File: src/rtl/tmds_pkg.sv
// Shared TMDS constants: symbol width and the four control-period symbols.
package tmds_pkg;

    localparam int TMDS_SYM_W = 10;

    localparam logic [TMDS_SYM_W-1:0] TMDS_CTRL_00 = 10'b1101010100;
    localparam logic [TMDS_SYM_W-1:0] TMDS_CTRL_01 = 10'b0010101011;
    localparam logic [TMDS_SYM_W-1:0] TMDS_CTRL_10 = 10'b0101010100;
    localparam logic [TMDS_SYM_W-1:0] TMDS_CTRL_11 = 10'b1010101011;

endpackage

File: src/rtl/gearbox_lane.sv
// One lane of the TMDS gearbox: bit buffer, append at the shared fill point,
// and extraction of the lowest OUT_WIDTH bits as the next chunk.
module gearbox_lane
    import tmds_pkg::*;
#(
    parameter int                  IN_WIDTH  = TMDS_SYM_W,
    parameter int                  OUT_WIDTH = 2,
    parameter bit                  MSB_FIRST = 1'b0,
    parameter int                  FILL_W    = 4,
    parameter logic [IN_WIDTH-1:0] IDLE_WORD = TMDS_CTRL_00
) (
    input  logic                 clk,
    input  logic                 reset,
    input  logic [IN_WIDTH-1:0]  sym_i,
    input  logic                 accept_i,
    input  logic                 insert_i,
    input  logic                 out_en_i,
    input  logic [FILL_W-1:0]    fill_i,
    output logic [OUT_WIDTH-1:0] chunk_o
);

    localparam int BUF = IN_WIDTH + OUT_WIDTH;

    logic [IN_WIDTH-1:0]  word_raw;
    logic [IN_WIDTH-1:0]  word;
    logic [BUF-1:0]       app;
    logic [BUF-1:0]       comb;
    logic [BUF-1:0]       buf_q, buf_d;
    logic [OUT_WIDTH-1:0] chunk_q, chunk_d;

    always_comb begin
        word_raw = insert_i ? IDLE_WORD : sym_i;
        word     = '0;
        for (int i = 0; i < IN_WIDTH; i++) begin
            word[i] = MSB_FIRST ? word_raw[IN_WIDTH-1-i] : word_raw[i];
        end
        // fill never exceeds OUT_WIDTH when a word is appended, so it always fits
        app  = (accept_i | insert_i) ? ({{OUT_WIDTH{1'b0}}, word} << fill_i) : '0;
        comb = buf_q | app;
        if (out_en_i) begin
            chunk_d = comb[OUT_WIDTH-1:0];
            buf_d   = comb >> OUT_WIDTH;
        end else begin
            chunk_d = chunk_q;
            buf_d   = comb;
        end
    end

    always_ff @(posedge clk or posedge reset) begin
        if (reset) begin
            buf_q   <= '0;
            chunk_q <= '0;
        end else begin
            buf_q   <= buf_d;
            chunk_q <= chunk_d;
        end
    end

    assign chunk_o = chunk_q;

endmodule

File: src/rtl/tmds_gearbox.sv
// CHANNELS x IN_WIDTH symbol to CHANNELS x OUT_WIDTH chunk gearbox with
// valid/ready input, idle-symbol insertion on underflow and a saturating counter.
module tmds_gearbox
    import tmds_pkg::*;
#(
    parameter int                  CHANNELS  = 3,
    parameter int                  IN_WIDTH  = TMDS_SYM_W,
    parameter int                  OUT_WIDTH = 2,
    parameter bit                  MSB_FIRST = 1'b0,
    parameter logic [IN_WIDTH-1:0] IDLE_WORD = TMDS_CTRL_00,
    parameter int                  CNT_WIDTH = 16
) (
    input  logic                          clk,
    input  logic                          reset,
    input  logic                          in_valid,
    output logic                          in_ready,
    input  logic [CHANNELS*IN_WIDTH-1:0]  in_data,
    input  logic                          out_en,
    output logic                          out_valid,
    output logic [CHANNELS*OUT_WIDTH-1:0] out_data,
    output logic                          underflow,
    output logic [CNT_WIDTH-1:0]          underflow_count
);

    localparam int BUF    = IN_WIDTH + OUT_WIDTH;
    localparam int FILL_W = $clog2(BUF + 1);

    logic [FILL_W-1:0]    fill_q, fill_d;
    logic [FILL_W-1:0]    cfill;
    logic                 out_valid_q, underflow_q;
    logic [CNT_WIDTH-1:0] cnt_q, cnt_d;
    logic                 accept, insert;

    always_comb begin
        in_ready = (fill_q <= FILL_W'(OUT_WIDTH));
        accept   = in_valid & in_ready;
        // idle is only inserted once the buffer cannot supply a full chunk,
        // so it always lands on a symbol boundary
        insert   = out_en & (fill_q < FILL_W'(OUT_WIDTH)) & ~in_valid;
        cfill    = fill_q + ((accept | insert) ? FILL_W'(IN_WIDTH) : '0);
        fill_d   = out_en ? (cfill - FILL_W'(OUT_WIDTH)) : cfill;
        cnt_d    = (insert && (cnt_q != '1)) ? cnt_q + 1'b1 : cnt_q;
    end

    always_ff @(posedge clk or posedge reset) begin
        if (reset) begin
            fill_q      <= '0;
            out_valid_q <= 1'b0;
            underflow_q <= 1'b0;
            cnt_q       <= '0;
        end else begin
            fill_q      <= fill_d;
            out_valid_q <= out_en;
            underflow_q <= insert;
            cnt_q       <= cnt_d;
        end
    end

    for (genvar c = 0; c < CHANNELS; c++) begin : g_lane
        gearbox_lane #(
            .IN_WIDTH  (IN_WIDTH),
            .OUT_WIDTH (OUT_WIDTH),
            .MSB_FIRST (MSB_FIRST),
            .FILL_W    (FILL_W),
            .IDLE_WORD (IDLE_WORD)
        ) u_lane (
            .clk      (clk),
            .reset    (reset),
            .sym_i    (in_data[c*IN_WIDTH +: IN_WIDTH]),
            .accept_i (accept),
            .insert_i (insert),
            .out_en_i (out_en),
            .fill_i   (fill_q),
            .chunk_o  (out_data[c*OUT_WIDTH +: OUT_WIDTH])
        );
    end

    assign out_valid       = out_valid_q;
    assign underflow       = underflow_q;
    assign underflow_count = cnt_q;

endmodule

File: config.mk
export PLATFORM = sky130hd
export DESIGN_NAME = tmds_gearbox
export DESIGN_NICKNAME = d
export VERILOG_FILES = /design/src/rtl/tmds_pkg.sv /design/src/rtl/gearbox_lane.sv /design/src/rtl/tmds_gearbox.sv
export SDC_FILE = /design/constraint.sdc
export NUM_CORES = 1
export LEC_CHECK = 0
export ABC_AREA = 1
export CAP_MARGIN = 40
export CORE_MARGIN = 1.5
export CORE_UTILIZATION = 50
export CTS_CLUSTER_SIZE = 10
export DETAILED_ROUTE_END_ITERATION = 10
export PLACE_DENSITY = 0.75
export SKIP_CTS_REPAIR_TIMING = 1
export SLEW_MARGIN = 20
export SYNTH_ARGS = -nofsm -noshare
export SYNTH_HDL_FRONTEND = slang
export SYNTH_SLANG_ARGS = --single-unit
File: constraint.sdc
create_clock -name clk -period 4.3 [get_ports clk]
set_input_delay 0.645 -clock clk [delete_from_list [all_inputs] [get_ports clk]]
set_output_delay 0.645 -clock clk [all_outputs]
set_load 0.01 [all_outputs]
# Yosys cells after proc, flatten, opt, wreduce, memory -nomap -nowiden
# Cells that the tools add are included.
word_totals:
  register_bits: 64
  input_bits: 34
  out_inout_bits: 25
  elab_cells: 39
op_classes:
  addsub: 3
  n_lt_le_gt_ge: 2
  eq_ne: 1
  shift: 3
  mux: 11
  n_bitwise: 8
  reduce_logical: 1
ops:
  columns: ["cell", "n"]
  rows:
  - ["$mux 12", 6]
  - ["$or 12x12->12", 3]
  - ["$shl 10x4->12", 3]
  - ["$mux 10", 3]
  - ["$add 16x1->16 const B", 1]
  - ["$ne 16x16->1 const B", 1]
  - ["$mux 4", 2]
  - ["$add 4x4->4", 1]
  - ["$le 4x2->1 const B", 1]
  - ["$lt 4x2->1 const B", 1]
  - ["$sub 4x2->4 const B", 1]
  - ["$and 1x1->1", 3]
  - ["$logic_and 1x1->1", 1]
  - ["$not 1->1", 1]
  - ["$or 1x1->1", 1]

# Longest topological paths before layout
logic_depth:
  depth_word: 8
  depth_mapped: 12
  mapped_depth_nobuf: 11

# By module
# From an unflattened synthesis, not the netlist that was laid out.
unflattened:
  hier_cells: 709
  area_unflattened_um2: 4703.3
modules_own_cells:
  columns: ["module", "n_inst", "cells_each", "area_each_um2", "seq_area_each_um2"]
  rows:
  - ["gearbox_lane", 3, 176, 1128.6, 350.3]
  - ["tmds_gearbox", 1, 181, 1317.5, 525.5]

# Worst setup path after synthesis
# No wires, ideal clock.
synth_timing:
  path_type: "input port to flip-flop"
  startpoint: "in out_en"
  endpoint: "reg fill_q[3]"
  setup_time_ps: 125
  t_arrival_ps: 2085
  t_required_ps: 4175
  setup_slack_ps: 2090
  stages: 12
  path_buffers: 1
  path_cell_list: "inv_2 > nor2_1 > nand3_2 > nand2_2 > buf_2 > ha_1 > ha_1 > inv_1 > ha_1 > nand2_1 > xnor2_1 > xnor2_1"
synth_via:
  elab_chain_cells: 7
synth_rtl:
  columns: ["item", "line_no", "text"]
  rows:
  - ["start: declaration", "tmds_gearbox.sv:18", "input logic out_en,"]
  - ["$and 1x1->1 (2 in series)", "tmds_gearbox.sv:39", "insert = out_en & (fill_q < FILL_W'(OUT_WIDTH)) & ~in_valid;"]
  - ["$or 1x1->1", "tmds_gearbox.sv:40", "cfill = fill_q + ((accept | insert) ? FILL_W'(IN_WIDTH) : '0);"]
  - ["$mux 4", "tmds_gearbox.sv:40", null]
  - ["$add 4x4->4", "tmds_gearbox.sv:40", null]
  - ["$sub 4x2->4", "tmds_gearbox.sv:41", "fill_d = out_en ? (cfill - FILL_W'(OUT_WIDTH)) : cfill;"]
  - ["$mux 4 (*)", "tmds_gearbox.sv:41", null]
  - ["named net fill_d[3]", "tmds_gearbox.sv:28", "logic [FILL_W-1:0] fill_q, fill_d;"]
  - ["end signal: assignment", "tmds_gearbox.sv:52", "fill_q <= fill_d;"]
  - ["end: declaration", "tmds_gearbox.sv:28", null]
# Mark *: on every way through the listed nets, which the timed path passes. The rest lies on a longest branch.
# A chain may end at the register's enable or synchronous reset.

# Worst setup path in the final report
# Same ends and word-level chain as after synthesis.

==> out/metrics.cfg <==
[die]
initial_core_util_pct=52.36
row_count=30
fp.dieH_um=88.04
io_pins=59
core_area_um2=6907
die_area_um2=7751
fp.dieW_um=88.04

[critical_path]
r2r_start=fill_q[1]
regToRegSetupSlack_ns=1.94
critPathLaunchType=input pin
cp.required_ns=4.52
crit_start=out_en
cp_max_fo=33
path_class=input pin to register
arrival_ns=2.80
crit_path_end_kind=register
worstRegToRegCells=12
r2r_end=fill_q[3]

[synthesis]
synth-edff-count=0
synthCells=510
ys_seq_area_share_pct=43.60
synth_area_leaders=dfrtp_1, nand2_1, nand3_1, inv_1, nand4_1
synth-simple-area-share_pct=35.47
synth-compound-area-share_pct=6.851
async_reset_ff_share_pct=100.0
yosys.cell_types.count=30
synthAdderAreaFrac_pct=1.384
avgSynthCellArea_um2=7.090
netlist.area_leader.share_pct=43.60
synth_area_um2=3616
post_synth_xor_area_fraction_pct=3.149
synth_area_leader_cell=dfrtp_1
muxShareOfSynthArea_pct=0
yosysWarnings=0
synth_ff_type=dfrtp_1
synth_top_family_by_area=simple AND/OR/NAND/NOR gates
synthesis.nets=548
ys_ff_latch=63

[global_route]
grt_usage_pct=23.04
grt_pass1_wl_um=13920
grt_max_degree=45
grt_antenna_before_repair=0
grt_pass1_vias=3245
grt-ovfl-total=0

[detailed_routing]
dr.pass1.iters=4
viasPerCell=5.085
drtIter0Drc=139
ant_nets=0
drc=0
wl_per_cell_um=12.15
vias=3366
routed_wl_um=8042

[clocking]
cts_root_buffer=clkbuf_8
clkTransAtPathRegs_ns=0.07
cts_max_level=3
cts.sinks=63
numCtsBuffers=9
cts_tree=yes
clock_latency_ns=0.33
clockBufferDepth=2

[layout]
final_nets=600
post-route-util_pct=64.02
antenna_cells=0
seq_area_um2=1577
multi_input_area_um2=1694
fillCellCount=634
final_cell_mix=nand2_1, dfrtp_1, clkdlybuf4s50_1
layout-drive-gt1-share_pct=7.420
areaGrowthSynthToFinish_pct=22.28
layout_commonest_cell=nand2_1

[timing]
finalWorstSetupSlack_ns=1.720
clock.fmax_ghz=0.3876
worst-slew-pin-transition_ns=0.7246
skew_ns=0.007220
setup_viol=0
slew_viol_final=0
maxSlewHeadroom_pct=51.40
min_period_ns=2.580
fin_tns_setup_ns=0
finalHoldViolCount=0
period_share_pct=59.99
grt_setup_unrepaired=no

[outcome]
status=finished clean

[placed_design]
gp_congestion=0.8139
dp_slack_ns=1.370
io_buffers=58
hpwl_um=5477

[pwr]
p_leak_nw=2.272
power_per_cell_area_nw_per_um2=572.5
max-vdd-ir-drop_mv=0.2864

[min_path]
hold_end=g_lane[0].u_lane.chunk_o[0]
hp-class=register to register
hold-path-cell-count=2
hold_start=g_lane[0].u_lane.chunk_o[0]

[flow_run]
max_cap_violations=0

cell families (layout without fill, tap and decap cells):
logic type,count (synthesis),in the layout
AOI/OAI and AO/OA,42,42
and+or+nand+nor,306,306
buffers and inverters,82,138
DFF,63,63
adders and majority gates,4,4
xor gates and xnor gates,13,13
worst max-delay path: stages:
cell and delay, ns:
clkdlybuf4s50_1 0.49, inv_2 0.04, nor2_1 0.12, nand3_2 0.09, nand2_2 0.06, buf_4 0.33
ha_1 0.23, ha_1 0.24, inv_1 0.06, ha_1 0.14, nand2_1 0.06, xnor2_1 0.16
xnor2_1 0.12
state kept, by name (all words and copies together) (netlist names):
name	flops
fill_q	3
g_lane.u_lane.buf_q	36
g_lane.u_lane.chunk_o	6
out_valid	1
underflow	1
underflow_count	16
cell type report:
type                       count  share of cell area (%)
inverter                      57                   4.839
clock inverter                 4                  0.5093
clock buffer                  11                   3.198
timing repair buffer          66                   14.77
sequential                    63                   35.65
tap                           96                   2.716
multi-input combinational    365                   38.31
worst max path at each step:
stage,end,slack [ns],cells after the start
after global placement,fill_q[3],1.48,13
after floorplan,fill_q[1],2.09,1
after global routing,fill_q[3],1.57,13
after detailed placement,fill_q[3],1.37,13
after CTS,fill_q[3],1.73,13
final,fill_q[3],1.72,13
metrics by stage:
step / power [W] / std cells / hold WS, ns / area, µm²
6_report: 0.002531 / 662 / 0.4793 / 4422
5_1_grt: 0.002775 / 662 / 0.5004 / 4422
2_1_floorplan: 0.001755 / 510 / 0.4498 / 3616
3_3_place_gp: 0.002070 / 646 / 0.4589 / 4238
3_5_place_dp: 0.002111 / 647 / 0.4721 / 4258
4_1_cts: 0.002553 / 662 / 0.4872 / 4422
routing by layer:
metal / GRT usage, % / up-vias / routed length [µm]
met3: 5.938 / 16 / 367
met1: 29.16 / 1584 / 3620
met2: 38.03 / 85 / 3912
li1: - / 1681 / -
met5: 0 / - / 0
met4: 8.665 / 0 / 141
cells in the mapped netlist (all sizes together) (2+ instances only):
cell      n
ha        4
dfrtp    63
o21bai    6
and2      2
nor3      6
nand3    39
nand4    11
xor2      7
clkbuf    8
xnor2     6
nor2     19
buf      17
a21o      8
or2       6
nand2   223
inv      56
o21ai    23
a21oi     4
power by group:
group | internal [W] | total (W) | switching (W)
sequential | 0.000819 | 0.000926 | 0.000107
clock | 0.000219 | 0.000437 | 0.000219
combinational | 0.000485 | 0.00117 | 0.000683
No activity file was read; power rests on OpenSTA's default activity.
